[config.mk]
export PLATFORM = sky130hd
export DESIGN_NAME = seq_divider
export DESIGN_NICKNAME = d
export VERILOG_FILES = /design/src/rtl/div_pkg.sv /design/src/rtl/div_step.sv /design/src/rtl/seq_divider.sv
export SDC_FILE = /design/constraint.sdc
export NUM_CORES = 1
export LEC_CHECK = 0
export CAP_MARGIN = 10
export CORE_MARGIN = 3
export CORE_UTILIZATION = 60
export DETAILED_ROUTE_END_ITERATION = 12
export PLACE_DENSITY = 0.86
export SLEW_MARGIN = 20
export SYNTH_ARGS = -nofsm -noshare
export SYNTH_HDL_FRONTEND = slang
export SYNTH_SLANG_ARGS = --single-unit
export TNS_END_PERCENT = 30
[constraint.sdc]
create_clock -name clk -period 6.4 [get_ports clk]
set_clock_uncertainty 0.15 [all_clocks]
set_input_delay 1.28 -clock clk [delete_from_list [all_inputs] [get_ports clk]]
set_output_delay 1.28 -clock clk [all_outputs]
set_load 0.05 [all_outputs]
[src/rtl/div_pkg.sv]
// Shared types and width helpers for the sequential restoring divider.
package div_pkg;

  typedef enum logic [1:0] {
    IDLE = 2'd0,
    CALC = 2'd1,
    FIX  = 2'd2,
    DONE = 2'd3
  } div_state_e;

  localparam int DD_W_DEF = 16;
  localparam int DV_W_DEF = 8;

  // The counter must hold DD_W itself, hence the +1.
  function automatic int cnt_width(input int dd_w);
    return $clog2(dd_w + 1);
  endfunction

  localparam int CNT_W_DEF = cnt_width(DD_W_DEF);

endpackage

[src/rtl/div_step.sv]
// One restoring-division iteration: shift in the next dividend bit, trial-subtract the divisor.
module div_step #(
  parameter int DV_W = 8
) (
  input  logic [DV_W:0]   p_in,
  input  logic            next_bit,
  input  logic [DV_W-1:0] dv_mag,
  output logic [DV_W:0]   p_out,
  output logic            q_bit
);

  logic [DV_W+1:0] trial;

  // One extra bit keeps the borrow visible as the sign of the trial result.
  always_comb begin
    trial = {p_in, next_bit} - {2'b00, dv_mag};
    q_bit = ~trial[DV_W+1];
    p_out = q_bit ? trial[DV_W:0] : {p_in[DV_W-1:0], next_bit};
  end

endmodule

[src/rtl/seq_divider.sv]
// Sequential signed/unsigned restoring divider with go/done four-phase handshake.
// Define DIV_REMAINDER_EN to expose the remainder port and its sign-fix logic.
module seq_divider
  import div_pkg::*;
#(
  parameter int DD_W = 16,
  parameter int DV_W = 8
) (
  input  logic            clk,
  input  logic            reset,
  input  logic            go,
  input  logic            sign_mode,
  input  logic [DD_W-1:0] dd_in,
  input  logic [DV_W-1:0] dv_in,
  output logic [DD_W-1:0] quotient,
`ifdef DIV_REMAINDER_EN
  output logic [DV_W-1:0] remainder,
`endif
  output logic            done,
  output logic            div_zero,
  output logic            ovf
);

  localparam int CNT_W = cnt_width(DD_W);

  div_state_e      state, state_nxt;
  logic [CNT_W-1:0] cnt;
  logic [DD_W-1:0] q_sh;
  logic [DV_W:0]   p_r, p_nxt;
  logic [DV_W-1:0] dv_mag_r;
  logic            q_neg_r, ovf_pend_r;
  logic            q_bit;
  logic            start, zero_start, step_en, fix_en;
  logic            dd_neg, dv_neg, ovf_det;
  logic [DD_W-1:0] dd_mag;
  logic [DV_W-1:0] dv_mag;
`ifdef DIV_REMAINDER_EN
  logic            rem_neg_r;
`endif

  // MIN maps onto itself under negation, which is exactly its unsigned magnitude.
  always_comb begin
    dd_neg  = sign_mode & dd_in[DD_W-1];
    dv_neg  = sign_mode & dv_in[DV_W-1];
    dd_mag  = dd_neg ? ({DD_W{1'b0}} - dd_in) : dd_in;
    dv_mag  = dv_neg ? ({DV_W{1'b0}} - dv_in) : dv_in;
    ovf_det = sign_mode && (dd_in == {1'b1, {(DD_W-1){1'b0}}}) && (dv_in == {DV_W{1'b1}});
  end

  div_step #(.DV_W(DV_W)) u_step (
    .p_in     (p_r),
    .next_bit (q_sh[DD_W-1]),
    .dv_mag   (dv_mag_r),
    .p_out    (p_nxt),
    .q_bit    (q_bit)
  );

  always_comb begin
    state_nxt  = state;
    start      = 1'b0;
    zero_start = 1'b0;
    step_en    = 1'b0;
    fix_en     = 1'b0;
    case (state)
      IDLE: begin
        if (go) begin
          if (dv_in == '0) begin
            zero_start = 1'b1;
            state_nxt  = DONE;
          end else begin
            start     = 1'b1;
            state_nxt = CALC;
          end
        end
      end
      CALC: begin
        step_en = 1'b1;
        if (cnt == '0) state_nxt = FIX;
      end
      FIX: begin
        fix_en    = 1'b1;
        state_nxt = DONE;
      end
      DONE: begin
        if (!go) state_nxt = IDLE;
      end
      default: state_nxt = IDLE;
    endcase
  end

  // q_sh holds the dividend magnitude and fills with quotient bits from the bottom.
  always_ff @(posedge clk) begin
    if (reset) begin
      state      <= IDLE;
      done       <= 1'b1;
      quotient   <= '0;
      div_zero   <= 1'b0;
      ovf        <= 1'b0;
      cnt        <= '0;
      q_sh       <= '0;
      p_r        <= '0;
      dv_mag_r   <= '0;
      q_neg_r    <= 1'b0;
      ovf_pend_r <= 1'b0;
`ifdef DIV_REMAINDER_EN
      remainder  <= '0;
      rem_neg_r  <= 1'b0;
`endif
    end else begin
      state <= state_nxt;
      if (start) begin
        done       <= 1'b0;
        div_zero   <= 1'b0;
        ovf        <= 1'b0;
        cnt        <= CNT_W'(DD_W - 1);
        q_sh       <= dd_mag;
        p_r        <= '0;
        dv_mag_r   <= dv_mag;
        q_neg_r    <= dd_neg ^ dv_neg;
        ovf_pend_r <= ovf_det;
`ifdef DIV_REMAINDER_EN
        rem_neg_r  <= dd_neg;
`endif
      end
      if (zero_start) begin
        done      <= 1'b0;
        div_zero  <= 1'b1;
        ovf       <= 1'b0;
        quotient  <= '1;
`ifdef DIV_REMAINDER_EN
        remainder <= dd_in[DV_W-1:0];
`endif
      end
      if (step_en) begin
        q_sh <= {q_sh[DD_W-2:0], q_bit};
        p_r  <= p_nxt;
        cnt  <= cnt - 1'b1;
      end
      if (fix_en) begin
        quotient  <= q_neg_r ? ({DD_W{1'b0}} - q_sh) : q_sh;
        ovf       <= ovf_pend_r;
`ifdef DIV_REMAINDER_EN
        remainder <= rem_neg_r ? ({DV_W{1'b0}} - p_r[DV_W-1:0]) : p_r[DV_W-1:0];
`endif
      end
      if (state == DONE) done <= 1'b1;
    end
  end

endmodule

==> flow_summary.json <==
{
  "rows": 27,
  "crit_buf_inv": 1,
  "drc": 0,
  "fin_nets": 541,
  "final_core_util_pct": 75.41,
  "use_met1_pct": 32.62,
  "clkLatencyLatePin_ns": 0.35,
  "switching_share_pct": 45.01,
  "drt-total-wl_microns": 8627,
  "synth_top_flop_cell": "dfxtp_1",
  "grt_antenna_before_repair": 0,
  "synth_edf_count": 0,
  "power_mw": 2.207,
  "power_frac_comb_pct": 57.3,
  "worst_slew_pin_slew_ns": 0.9847,
  "synthTopCellsByArea": "dfxtp_1, nor2_1, ha_1, a211oi_1, xor2_1",
  "clk_pin_slew_ns": 0.07,
  "hpwl_microns": 6300,
  "fin_crit_sh_pct": 55.11,
  "setup_viol": 0,
  "firstDrtPassIters": 4,
  "ys_seq_elements": 61,
  "syn_nets": 506,
  "r2r-start": "q_sh[5]",
  "cts_tree": "built",
  "final_cell_mix": "nor2_1, dfxtp_1, clkdlybuf4s50_1, nand2_1, a21oi_1",
  "maxCapViolCount": 0,
  "core_sq_um": 5709,
  "holdBufCountCts": 0,
  "timing.fmax_ghz": 0.2835,
  "htreeDepth": 3,
  "syn_area_sq_um": 3647,
  "use_met2_pct": 40.71,
  "grt_usage_pct": 24.97,
  "stdcell_area_sq_um": 4305,
  "yosysWarnings": 0,
  "hold_path.class": "flop to flop",
  "crit_type": "input pin to flop",
  "num_antenna_cells": 0,
  "place_area_sq_um": 4126,
  "path_common_cell": "a21oi_1",
  "peakVddDrop_uv": 487.9,
  "cts_buffers": 9,
  "syn_inst": 459,
  "hold_violations": 0,
  "maxSlewViolCount": 0,
  "dr_total_vias": 3429,
  "outcome": "complete, no violations",
  "drt-initial-drc-count": 277,
  "async_flop_share_pct": 0,
  "stdcell_count": 571,
  "period_minus_slack_ns": 3.527,
  "ys_types": 47,
  "root_buffer": "clkbuf_8",
  "die-area_sq_um": 7050,
  "port_buffers": 46,
  "p_clk_share_pct": 14.1,
  "cts_resized": 0,
  "cp_slowest_stage_delay_ns": 0.57,
  "p_leak_nw": 1.625,
  "clock_sinks": 61,
  "grt_pass1_vias": 3167,
  "yosysTopAreaCell": "dfxtp_1",
  "filler_cell_count": 449,
  "internal_power_mw": 1.214,
  "crit_start": "dd_in[8]",
  "grtUsageMet3_pct": 6.219,
  "grt_first_pass_wirelength_microns": 14630,
  "power_density_nw_per_um2": 512.7,
  "ant_nets": 0,
  "start_util_pct": 63.88,
  "min_from": "div_zero",
  "synth_top_area_share_pct": 33.48,
  "pin_count": 47,
  "seqPwrFrac_pct": 28.5,
  "cts_setup_buffers": 0,
  "gp_congestion": 0.9714,
  "fin_setup_tns_ns": 0,
  "grt-ovfl-total": 0,
  "drive_gt1_share_pct": 5.812,
  "path_delay_family": "simple AND/OR/NAND/NOR gates",
  "wire_per_inst_microns": 15.11,
  "placedCellCount": 555,
  "p_sw_mw": 0.9935,
  "final_common_cell": "nor2_1",
  "die_y_microns": 83.97,
  "rsz0062_at_grt": "no",
  "crit_required_ns": 6.51,
  "die_width_microns": 83.97,
  "synth.avg_cell_area_sq_um": 7.946,
  "slew_headroom_pct": 34.35,
  "crit_chain": "clkdlybuf4s50_1 > or4_1 > nor3_1 > nor4bb_1 > a21oi_1 > a211o_1 > a21oi_1",
  "endpoint_kind": "flop",
  "crit_path_max_fanout": 4,
  "startpoint_type": "input pin",
  "area_growth_pct": 18.04,
  "viasPerCell": 6.005,
  "grt_start_max_net_pins": 54,
  "clockBufferDepth": 2,
  "crit_path_top_delay_cell": "or4_1",
  "top_usage_layer": "met2",
  "worstPathArrival_ns": 3.64,
  "yosysSeqAreaShare_pct": 33.48
}
## sequential cells by signal, summed over array words and instances (netlist names), 2 cells and up
signal / count
dv_mag_r: 8
q_sh: 16
cnt: 5
p_r: 9
quotient: 16
state: 2
## layer usage
| metal | share of wire [%] | vias to the layer above | wire, microns |
|---|---|---|---|
| met3 | 5.9 | 12 | 511 |
| li1 | - | 1685 | - |
| met4 | 1.4 | 0 | 117 |
| met2 | 47 | 117 | 4070 |
| met5 | 0 | - | 0 |
| met1 | 46 | 1615 | 3928 |
## synthesized netlist by cell type (5+ instances only)
cell       n
clkbuf_1  20
or2_2      5
xor2_1    21
a21oi_1   30
o31ai_1    5
a211o_1    5
dfxtp_1   61
nor2_1    71
ha_1      18
nand3_1    7
nand2_1   39
o21ai_0   25
nor3_1     8
a211oi_1  28
a31oi_1    6
mux2i_1   11
a311oi_1   5
nor2b_1    6
xnor2_1   17
inv_1     22
nand2b_1   5
## stage by stage
| step | hold WS, ns | setup slack (ns) |
|---|---|---|
| after floorplan | 0.2823 | 3.248 |
| after global placement | 0.2972 | 2.687 |
| after global routing | 0.3423 | 2.646 |
| after detailed placement | 0.3061 | 2.587 |
| after CTS | 0.3156 | 2.941 |
| final | 0.3143 | 2.873 |
## cell type report
type | count | area (sq um) | share of cell area (%)
flip-flops and latches | 61 | 1221 | 28.36
well taps | 72 | 90.09 | 2.092
repair buffers | 49 | 478.0 | 11.10
inverters | 22 | 82.58 | 1.918
clock buffers | 13 | 158.9 | 3.691
multi-input cells | 351 | 2255 | 52.37
clock inverters | 3 | 20.02 | 0.4650
## path summary, 6_finish.rpt
| check | to | slack, ns | cells past startpoint |
|---|---|---|---|
| worst max-delay path | q_sh[15] | 2.87 | 7 |
| worst min-delay path | div_zero | 0.31 | 2 |
| worst max register to register | quotient[14] | 3.87 | 6 |
| worst min register to register | div_zero | 0.31 | 2 |
## worst reg2reg max path, stage by stage (launching register included)
cell and delay [ns]:
dfxtp_1 0.37, or4_1 0.56, or2_4 0.26, or4_4 0.46, o31ai_1 0.32, xor2_1 0.11, a211oi_1 0.23
## power groups by stage
stage	sequential (mW)	clock (mW)	combinational, mW
floorplan	0.725	0	0.867
global placement	0.628	0	1.21
detailed placement	0.633	0	1.25
CTS	0.627	0.316	1.26
global route	0.647	0.335	1.39
finish	0.630	0.312	1.27
## cells by family (layout without fill, tap and decap cells)
| kind of cell | after synthesis | count (layout) | share of synthesized area [%] |
|---|---|---|---|
| DFF | 61 | 61 | 33.48 |
| muxes | 11 | 11 | 3.019 |
| and+or+nand+nor | 157 | 157 | 19.35 |
| adders and majority gates | 19 | 19 | 6.724 |
| AOI/OAI and AO/OA | 126 | 126 | 23.43 |
| xor gates and xnor gates | 38 | 38 | 9.125 |
| buffers and inverters | 47 | 87 | 4.871 |
No activity file was read; power rests on OpenSTA's default activity.
